==> config.mk <==
export PLATFORM = sky130hd
export DESIGN_NAME = axi_master_fsm
export DESIGN_NICKNAME = d
export VERILOG_FILES = /design/src/rtl/axi_master_fsm_pkg.sv /design/src/rtl/axi_master_fsm.sv
export SDC_FILE = /design/constraint.sdc
export NUM_CORES = 1
export LEC_CHECK = 0
export ABC_AREA = 0
export CAP_MARGIN = 0
export CORE_MARGIN = 4
export CORE_UTILIZATION = 44
export DETAILED_ROUTE_END_ITERATION = 16
export HOLD_SLACK_MARGIN = 0.1
export MAX_ROUTING_LAYER = met4
export PLACE_DENSITY = 0.88
export SETUP_SLACK_MARGIN = 0.05
export SYNTH_ARGS = -nofsm -noshare
export SYNTH_HDL_FRONTEND = slang
export SYNTH_SLANG_ARGS = --single-unit
export TNS_END_PERCENT = 50
==> constraint.sdc <==
create_clock -name clk -period 4.9 [get_ports clk]
set_input_delay 1.47 -clock clk [delete_from_list [all_inputs] [get_ports clk]]
set_output_delay 1.47 -clock clk [all_outputs]
set_load 0.01 [all_outputs]
==> src/rtl/axi_master_fsm_pkg.sv <==
// Shared encodings for the AXI3 master handshake engine: FSM states and
// AXI burst/size/response codes.
package axi_master_fsm_pkg;

  typedef enum logic [2:0] {
    ST_IDLE    = 3'd0,
    ST_RD_ADDR = 3'd1,
    ST_RD_DATA = 3'd2,
    ST_WR_REQ  = 3'd3,
    ST_WR_RESP = 3'd4
  } state_e;

  localparam logic [1:0] BURST_FIXED = 2'b00;
  localparam logic [1:0] BURST_INCR  = 2'b01;
  localparam logic [2:0] SIZE_4B     = 3'b010;
  localparam logic [1:0] RESP_OKAY   = 2'b00;

  function automatic logic resp_is_err(input logic [1:0] resp);
    return (resp != RESP_OKAY);
  endfunction

endpackage

==> src/rtl/axi_master_fsm.sv <==
// AXI3 master handshake engine: turns the arbiter's latched read/write request
// into AR/R or AW/W/B handshakes and returns completion pulses upstream.
module axi_master_fsm
  import axi_master_fsm_pkg::*;
#(
  parameter int ADDR_W = 32,
  parameter int DATA_W = 32,
  parameter int ID_W   = 4,
  parameter int STRB_W = DATA_W / 8
) (
  input  logic              clk,
  input  logic              rst,
  input  logic              rd_req,
  input  logic              wr_req,
  input  logic [ID_W-1:0]   ar_id_i,
  input  logic [ADDR_W-1:0] ar_addr_i,
  input  logic [3:0]        ar_len_i,
  input  logic [2:0]        ar_size_i,
  input  logic [1:0]        ar_burst_i,
  input  logic [ID_W-1:0]   aw_id_i,
  input  logic [ADDR_W-1:0] aw_addr_i,
  input  logic [3:0]        aw_len_i,
  input  logic [2:0]        aw_size_i,
  input  logic [1:0]        aw_burst_i,
  input  logic [DATA_W-1:0] wdata_i,
  input  logic [STRB_W-1:0] wstrb_i,
  output logic [DATA_W-1:0] rdata,
  output logic              rvalid,
  output logic              rlast,
  output logic              wready,
  output logic              wlast,
  output logic              bus_err,
  output logic [ID_W-1:0]   m_arid,
  output logic [ADDR_W-1:0] m_araddr,
  output logic [3:0]        m_arlen,
  output logic [2:0]        m_arsize,
  output logic [1:0]        m_arburst,
  output logic              m_arvalid,
  input  logic              m_arready,
  input  logic [ID_W-1:0]   m_rid,
  input  logic [DATA_W-1:0] m_rdata,
  input  logic [1:0]        m_rresp,
  input  logic              m_rlast,
  input  logic              m_rvalid,
  output logic              m_rready,
  output logic [ID_W-1:0]   m_awid,
  output logic [ADDR_W-1:0] m_awaddr,
  output logic [3:0]        m_awlen,
  output logic [2:0]        m_awsize,
  output logic [1:0]        m_awburst,
  output logic              m_awvalid,
  input  logic              m_awready,
  output logic [ID_W-1:0]   m_wid,
  output logic [DATA_W-1:0] m_wdata,
  output logic [STRB_W-1:0] m_wstrb,
  output logic              m_wlast,
  output logic              m_wvalid,
  input  logic              m_wready,
  input  logic [ID_W-1:0]   m_bid,
  input  logic [1:0]        m_bresp,
  input  logic              m_bvalid,
  output logic              m_bready
);

  state_e              state_q;
  logic [ID_W-1:0]     ar_id_q;
  logic [ADDR_W-1:0]   ar_addr_q;
  logic [3:0]          ar_len_q;
  logic [2:0]          ar_size_q;
  logic [1:0]          ar_burst_q;
  logic [ID_W-1:0]     aw_id_q;
  logic [ADDR_W-1:0]   aw_addr_q;
  logic [2:0]          aw_size_q;
  logic [1:0]          aw_burst_q;
  logic [DATA_W-1:0]   wdata_q;
  logic [STRB_W-1:0]   wstrb_q;
  logic [3:0]          beat_cnt_q;
  logic                rd_err_q;
  logic                overrun_q;
  logic [DATA_W-1:0]   rdata_q;
  logic                rvalid_q;
  logic                rlast_q;
  logic                wready_q;
  logic                bus_err_q;
  logic                arvalid_q;
  logic                rready_q;
  logic                awvalid_q;
  logic                wvalid_q;
  logic                bready_q;

  logic done_pulse_d;
  logic aw_pend_d;
  logic w_pend_d;
  logic rd_err_d;

  // A completion pulse this cycle blocks request sampling so upstream can drop req.
  assign done_pulse_d = (rvalid_q & rlast_q) | wready_q;
  assign aw_pend_d    = awvalid_q & ~m_awready;
  assign w_pend_d     = wvalid_q & ~m_wready;
  assign rd_err_d     = rd_err_q | overrun_q | resp_is_err(m_rresp) | (beat_cnt_q != ar_len_q);

  // Transaction FSM, field latches, beat counter and all registered outputs.
  always_ff @(posedge clk) begin
    if (rst) begin
      state_q    <= ST_IDLE;
      ar_id_q    <= {ID_W{1'b0}};
      ar_addr_q  <= {ADDR_W{1'b0}};
      ar_len_q   <= 4'd0;
      ar_size_q  <= 3'd0;
      ar_burst_q <= 2'd0;
      aw_id_q    <= {ID_W{1'b0}};
      aw_addr_q  <= {ADDR_W{1'b0}};
      aw_size_q  <= 3'd0;
      aw_burst_q <= 2'd0;
      wdata_q    <= {DATA_W{1'b0}};
      wstrb_q    <= {STRB_W{1'b0}};
      beat_cnt_q <= 4'd0;
      rd_err_q   <= 1'b0;
      overrun_q  <= 1'b0;
      rdata_q    <= {DATA_W{1'b0}};
      rvalid_q   <= 1'b0;
      rlast_q    <= 1'b0;
      wready_q   <= 1'b0;
      bus_err_q  <= 1'b0;
      arvalid_q  <= 1'b0;
      rready_q   <= 1'b0;
      awvalid_q  <= 1'b0;
      wvalid_q   <= 1'b0;
      bready_q   <= 1'b0;
    end else begin
      rvalid_q  <= 1'b0;
      rlast_q   <= 1'b0;
      wready_q  <= 1'b0;
      bus_err_q <= 1'b0;
      case (state_q)
        ST_IDLE: begin
          if (!done_pulse_d && wr_req) begin
            aw_id_q    <= aw_id_i;
            aw_addr_q  <= aw_addr_i;
            aw_size_q  <= aw_size_i;
            aw_burst_q <= aw_burst_i;
            wdata_q    <= wdata_i;
            wstrb_q    <= wstrb_i;
            awvalid_q  <= 1'b1;
            wvalid_q   <= 1'b1;
            state_q    <= ST_WR_REQ;
          end else if (!done_pulse_d && rd_req) begin
            ar_id_q    <= ar_id_i;
            ar_addr_q  <= ar_addr_i;
            ar_len_q   <= ar_len_i;
            ar_size_q  <= ar_size_i;
            ar_burst_q <= ar_burst_i;
            beat_cnt_q <= 4'd0;
            rd_err_q   <= 1'b0;
            overrun_q  <= 1'b0;
            arvalid_q  <= 1'b1;
            state_q    <= ST_RD_ADDR;
          end
        end
        ST_RD_ADDR: begin
          if (m_arready) begin
            arvalid_q <= 1'b0;
            rready_q  <= 1'b1;
            state_q   <= ST_RD_DATA;
          end
        end
        ST_RD_DATA: begin
          if (m_rvalid) begin
            rdata_q    <= m_rdata;
            rvalid_q   <= 1'b1;
            beat_cnt_q <= beat_cnt_q + 4'd1;
            if (m_rlast) begin
              rlast_q   <= 1'b1;
              bus_err_q <= rd_err_d;
              rready_q  <= 1'b0;
              state_q   <= ST_IDLE;
            end else begin
              rd_err_q <= rd_err_q | resp_is_err(m_rresp);
              // Remember a non-final beat at index arlen: the counter may wrap later.
              if (beat_cnt_q == ar_len_q) begin
                overrun_q <= 1'b1;
              end
            end
          end
        end
        ST_WR_REQ: begin
          if (!aw_pend_d) begin
            awvalid_q <= 1'b0;
          end
          if (!w_pend_d) begin
            wvalid_q <= 1'b0;
          end
          if (!aw_pend_d && !w_pend_d) begin
            bready_q <= 1'b1;
            state_q  <= ST_WR_RESP;
          end
        end
        ST_WR_RESP: begin
          if (m_bvalid) begin
            bready_q  <= 1'b0;
            wready_q  <= 1'b1;
            bus_err_q <= resp_is_err(m_bresp);
            state_q   <= ST_IDLE;
          end
        end
        default: begin
          state_q <= ST_IDLE;
        end
      endcase
    end
  end

  assign rdata     = rdata_q;
  assign rvalid    = rvalid_q;
  assign rlast     = rlast_q;
  assign wready    = wready_q;
  assign wlast     = wready_q;
  assign bus_err   = bus_err_q;

  assign m_arid    = ar_id_q;
  assign m_araddr  = ar_addr_q;
  assign m_arlen   = ar_len_q;
  assign m_arsize  = ar_size_q;
  assign m_arburst = ar_burst_q;
  assign m_arvalid = arvalid_q;
  assign m_rready  = rready_q;

  // Writes are always single-beat, whatever length upstream requests.
  assign m_awid    = aw_id_q;
  assign m_awaddr  = aw_addr_q;
  assign m_awlen   = 4'd0;
  assign m_awsize  = aw_size_q;
  assign m_awburst = aw_burst_q;
  assign m_awvalid = awvalid_q;
  assign m_wid     = aw_id_q;
  assign m_wdata   = wdata_q;
  assign m_wstrb   = wstrb_q;
  assign m_wlast   = wvalid_q;
  assign m_wvalid  = wvalid_q;
  assign m_bready  = bready_q;

  logic unused_inputs;
  assign unused_inputs = ^{aw_len_i, m_rid, m_bid};

endmodule
==> metrics.md, run 1 <==
| Metric | Value |
|---|---|
| Worst IR Drop VDD | 0.000227 V |
| CP arrival | 3.42 ns |
| FF+latch count, synth | 172 |
| Routed WL | 22100 um |
| FMAX | 324 MHz |
| Sequential share of the synthesized area | 0.478 |
| Max Cap Viol | 0 |
| Most frequent cells in the layout | clkdlybuf4s50_1, dfxtp_1, nand2b_1 |
| Placer congestion estimate | 0.774 |
| Postcts setup bufs | 0 |
| Footprint of the multi-input gates | 3330 um^2 |
| Final min period | 3.08 ns |
| Worst endpoint required time | 5.23 ns |
| Final hold viol count | 0 |
| Initial Util | 0.452 |
| Non-Filler Instances | 1309 |
| Clock Skew | 0.00855 ns |
| P&R area growth vs syn | 54.6% |
| CTS Hold Buffers Added | 0 |
| Logic pwr share | 0.285 |
| Unrepaired setup endpoints after global routing | false |
| Post-CTS sizing | 0 |
| Die Wd | 136 um |
| Initial antenna violation count | 2 |
| Final period util | 0.629 |
| DIE AREA | 18500 um^2 |
| Clk pwr share | 0.323 |
| Async SR Flop Fraction | 0 |
| First-pass GRT wire length | 33300 um |
| Core area | 15900 um^2 |
| Number of H-tree levels | 4 |
| Setup violators final | 0 |
| Primary FF master, synth | dfxtp_1 |
| Cells after Synth | 787 |
| Sw Ratio | 0.289 |
| First-pass iteration count of the detailed router | 5 |
| Worst slew pin tran | 0.662 ns |
| Crit-path max FO | 38 |
| Worst slew margin | 0.559 |
| Fillers | 1230 |
| Min-Delay Path Class | flop to flop |
| Hold Slack | 0.454 ns |
| Critical setup path kind | input port to flop |
| Total power | 4.32 mW |
| Num CTS Buffers | 17 |
| Global Route Usage Sum | 0.234 |
| Final Slew Violations | 0 |
| CTS clock-pin slew for the worst setup and hold paths | 0.06 ns |
| Sequential Power Share | 0.392 |
| Post-synth cell types | 45 |
| Via/cell ratio | 4.99 |
| CTS tree | done |
| Antenna-violating nets left | 0 |
| PortBufs | 336 |
| Final net count | 1260 |
| Maximum clock path buffer count | 2 |
| Commonest non-fill, non-tap cell in the layout | clkdlybuf4s50_1 |
| Pin count of the biggest net entering global routing | 143 |
| CP Launch Type | input port |
| TritonCTS sink count | 172 |
| Static leakage | 3.99 nW |
| Cell Rows | 46 |
| Int Pwr | 3.07 mW |
| Layout cells sized above 1 | 0.0422 |
| Status | complete, no violations |
| Total gr overflow | 0 |
| Placed insts | 1276 |
| Vias in the first global route | 6479 |
| Number of synthesized flops with an enable pin | 0 |
| I/O pin cnt | 353 |
| Initial DRC Count | 287 |
| Setup_tns | 0 ns |
| DRC viols | 0 |
| Avg WL per Cell | 16.9 um |
| Area of the mapped netlist | 7200 um^2 |
| Root Driver | clkbuf_16 |
| Worst-Skew Late Latency | 0.42 ns |
| Sw power | 1.25 mW |
| Die height | 136 um |
| Syn Area/Cell | 9.15 um^2 |
| Via Count | 6538 |
| Syn. warnings | 0 |
| PwrDens | 389 nW/um^2 |
| Hpwl dp | 16200 um |
| Storage cell area | 3440 um^2 |
| Crit end category | flop |
state kept, by name (all words and copies together), names as in the netlist, 2 cells and up:
register / cells
beat_cnt_q: 4
m_araddr: 32
m_arburst: 2
m_arid: 4
m_arlen: 4
m_arsize: 3
m_awaddr: 32
m_awburst: 2
m_awid: 4
m_awsize: 3
m_wdata: 32
m_wstrb: 4
rdata: 32
state_q: 3
Yosys cell counts, types with 2 or more instances:
cell type	count	area (um^2)
buf_2	17	85.1
xnor2_1	6	52.6
o41ai_1	3	26.3
o21ai_1	45	225
buf_6	9	101
and3_1	2	12.5
or3_1	2	12.5
nand2b_1	147	920
buf_4	16	120
o211a_1	2	20.0
o31ai_1	2	15.0
nor2_1	6	22.5
o21ba_2	2	20.0
clkbuf_1	29	109
mux2i_1	77	771
inv_1	6	22.5
buf_1	5	18.8
nor2b_1	2	12.5
a21oi_1	84	420
nand3b_1	2	15.0
nand4bb_1	2	22.5
nor3_1	2	10.0
nand2_1	76	285
nand3_1	47	235
o21ai_0	5	25.0
dfxtp_1	172	3440
cell type report:
class | instances | area share
Tap cell | 216 | 0.0243
Clock inverter | 8 | 0.0119
Inverter | 6 | 0.00202
Timing Repair Buffer | 346 | 0.310
Clock buffer | 23 | 0.0429
Antenna cell | 2 | 0.000450
Sequential cell | 172 | 0.309
Multi-Input combinational cell | 536 | 0.299
logic make-up after synthesis:
kind of cell / after synthesis / synth area share
simple gates: 295 / 0.225
flops: 172 / 0.478
compound gates: 153 / 0.116
buf+inv: 82 / 0.0634
mux: 77 / 0.107
xor+xnor: 6 / 0.00730
fa+ha+maj: 1 / 0.00174
other cells: 1 / 0.000521
power groups by stage:
stage	clock network (mW)	logic, mW	registers [mW]
global placement	0	1.22	1.71
global route	1.47	1.32	1.72
floorplan	0	0.601	1.78
CTS	1.42	1.24	1.69
finish	1.40	1.23	1.69
detailed placement	0	1.23	1.72
metrics by stage:
stage           util  area, um^2  setup slack [ns]
3_3_place_gp   0.660       10500              1.43
4_1_cts        0.698       11100              1.82
3_5_place_dp   0.660       10500              1.38
2_1_floorplan      -        7210              2.30
5_1_grt        0.698       11100              1.73
6_report       0.698       11100              1.82
worst max-delay path, stage by stage:
cell and delay, ns:
clkdlybuf4s50_1 0.61, and3_4 0.67, buf_4 0.40, mux2i_1 0.25
worst paths after layout:
path | from | to | slack [ns] | cells after the start
setup / recovery | wr_req | m_awaddr[6] | 1.82 | 4
hold / removal | rdata[25] | rdata[25] | 0.45 | 2
setup reg to reg | state_q[0] | m_awaddr[6] | 2.33 | 5
hold reg to reg | rdata[25] | rdata[25] | 0.45 | 2
metal layers:
| metal | global-route usage | part of all wire |
|---|---|---|
| met3 | 0.0851 | 0.094 |
| met5 | - | 0 |
| met2 | 0.402 | 0.50 |
| met1 | 0.249 | 0.39 |
| met4 | 0.0829 | 0.022 |
Power figures use the tool's default switching activity.
==> inputs of run 2 (changes only) <==
Settings changed: CORE_UTILIZATION 44 to 41, PLACE_DENSITY 0.88 to 0.83.
Clock period 4.9 ns to 2.9 ns, I/O delays scaled along.
==> run 2 against run 1 <==
Clock power increased by 71%. Sequential cell count unchanged. Via count increased by 0.98%. Global-route usage decreased by 1.6 points. Hold slack got worse by 0.0016 ns. Worst setup slack got worse by 1.2 ns. Clock skew increased by 0.0025 ns. Die area increased by 6.9%.
==> metrics.md, run 2 (synthesized netlist as in run 1, its figures left out) <==
| Metric | Value |
|---|---|
| DIE AREA | 19700 um^2 (+6.9%) |
| Pin count of the biggest net entering global routing | 124 (-13%) |
| Critical setup path kind | flop to output port |
| Final period util | 0.797 |
| First-pass iteration count of the detailed router | 7 (+2) |
| Routed WL | 21800 um (-1.4%) |
| Final min period | 2.31 ns |
| Crit-path cells | clkdlybuf4s50_1 |
| CP bufs+invs | 1 (-1) |
| Clock Skew | 0.0110 ns (+0.00249 ns) |
| Max Cap Viol | 0 (unchanged) |
| Layout cells sized above 1 | 0.0457 (+0.00350) |
| Status | complete, no violations |
| Final net count | 1263 (+0.24%) |
| Footprint of the multi-input gates | 3320 um^2 (-0.15%) |
| Avg WL per Cell | 16.5 um (-2.3%) |
| Cell Rows | 48 (+4.3%) |
| Logic pwr share | 0.286 (about the same) |
| Slowest cell on the critical path | clkdlybuf4s50_1 |
| Static leakage | 4.02 nW (+0.65%) |
| First-pass GRT wire length | 33700 um (+1.1%) |
| Non-Filler Instances | 1321 (+0.92%) |
| Final hold viol count | 0 (unchanged) |
| CP max stage delay | 0.58 ns (-0.09 ns) |
| FMAX | 433 MHz |
| Sw Ratio | 0.293 (+0.00335) |
| Number of H-tree levels | 4 (unchanged) |
| Crit-path max FO | 4 (-89%) |
| Worst IR Drop VDD | 0.000424 V (+87%) |
| Worst slew margin | 0.647 (+0.0885) |
| CP Launch Type | flop |
| Via Count | 6602 (+0.98%) |
| Postcts setup bufs | 0 (unchanged) |
| Initial DRC Count | 351 (+22%) |
| Most frequent cells in the layout | clkdlybuf4s50_1, dfxtp_1, nand2b_1 |
| TritonCTS sink count | 172 (unchanged) |
| CTS Hold Buffers Added | 0 (unchanged) |
| Clk pwr share | 0.324 (about the same) |
| Hpwl dp | 15700 um (-3.1%) |
| Placer congestion estimate | 0.813 (+5.0%) |
| Die height | 141 um (+3.4%) |
| Placed insts | 1288 (+0.94%) |
| CP arrival | 1.44 ns (-1.98 ns) |
| Fillers | 1378 (+12%) |
| PortBufs | 336 (unchanged) |
| I/O pin cnt | 353 (unchanged) |
| Kind of cell adding the most delay to the critical path | buffers and inverters |
| Num CTS Buffers | 17 (unchanged) |
| Setup violators final | 0 (unchanged) |
| Antenna-violating nets left | 0 (unchanged) |
| Unrepaired setup endpoints after global routing | false |
| Post-route setup slack | 0.590 ns (-1.23 ns) |
| P&R area growth vs syn | 55.7% |
| Setup_tns | 0 ns (unchanged) |
| Min-Delay Path Class | flop to flop |
| Total gr overflow | 0 (unchanged) |
| Final Slew Violations | 0 (unchanged) |
| Global Route Usage Sum | 0.219 (-0.0156) |
| Int Pwr | 5.20 mW (+69%) |
| Sequential Power Share | 0.389 (-0.003) |
| DRC viols | 0 (unchanged) |
| Maximum clock path buffer count | 2 (unchanged) |
| Die Wd | 141 um (+3.4%) |
| Place WS | 0.295 ns (-1.09 ns) |
| Commonest non-fill, non-tap cell in the layout | clkdlybuf4s50_1 |
| Worst endpoint required time | 2.03 ns (-3.20 ns) |
| PwrDens | 656 nW/um^2 (+69%) |
| Initial antenna violation count | 1 (-1) |
| Core area | 17200 um^2 (+8.1%) |
| Worst-Skew Late Latency | 0.42 ns (about the same) |
| Initial Util | 0.418 (-0.0339) |
| CTS clock-pin slew for the worst setup and hold paths | 0.07 ns (about the same) |
| Via/cell ratio | 5.00 (about the same) |
| Crit end category | output port |
| Vias in the first global route | 6532 (+0.82%) |
| Root Driver | clkbuf_16 |
| CTS tree | done |
| Worst slew pin tran | 0.529 ns (-0.133 ns) |
| Storage cell area | 3440 um^2 (unchanged) |
| Post-CTS sizing | 0 (unchanged) |
| Sw power | 2.15 mW (+72%) |
run 2: power by group through the flow:
stage	clock, mW	sequential [mW]	combinational [mW]
finish	2.39	2.86	2.11
global route	2.53	2.91	2.26
CTS	2.44	2.86	2.12
detailed placement	0	2.91	2.11
global placement	0	2.90	2.09
floorplan	0	3.01	1.02
run 2: final timing paths:
| path | depth (start not counted) | slack, ns | to | startpoint |
|---|---|---|---|---|
| max | 1 | 0.59 | wlast | wlast |
| min | 2 | 0.45 | rdata[31] | rdata[31] |
| max reg2reg | 4 | 1.08 | m_araddr[24] | state_q[2] |
| min reg2reg | 2 | 0.45 | rdata[31] | rdata[31] |
run 2: layout make-up:
type	instances	share of cell area
Clock buffer	21	0.0411
Clock inverter	11	0.0140
Tap cell	225	0.0251
Inverter	6	0.00201
Multi-Input combinational cell	536	0.296
Timing Repair Buffer	349	0.314
Sequential cell	172	0.307
Antenna cell	1	0.000223
run 2: through the flow:
stage	cell area (um^2)	hold WS, ns	total power [mW]	util
4_1_cts	11200	0.455	7.42	0.650
3_3_place_gp	10600	0.441	4.98	0.614
6_report	11200	0.453	7.36	0.650
2_1_floorplan	7210	0.437	4.02	-
5_1_grt	11200	0.474	7.69	0.650
3_5_place_dp	10600	0.446	5.02	0.614
run 2: worst reg2reg max path: stages, from the launching register on:
cell	delay (ns)
dfxtp_1	0.46
or4b_1	0.72
buf_12	0.25
o21ai_1	0.19
a21oi_1	0.09
run 2: layer usage:
layer  routed length, um  track usage  vias up
li1                    -            -     3222
met1                8890        0.250     3030
met2               10400        0.356      297
met3                1810       0.0666       53
met4                 731       0.0928        0
met5                   0            -        -
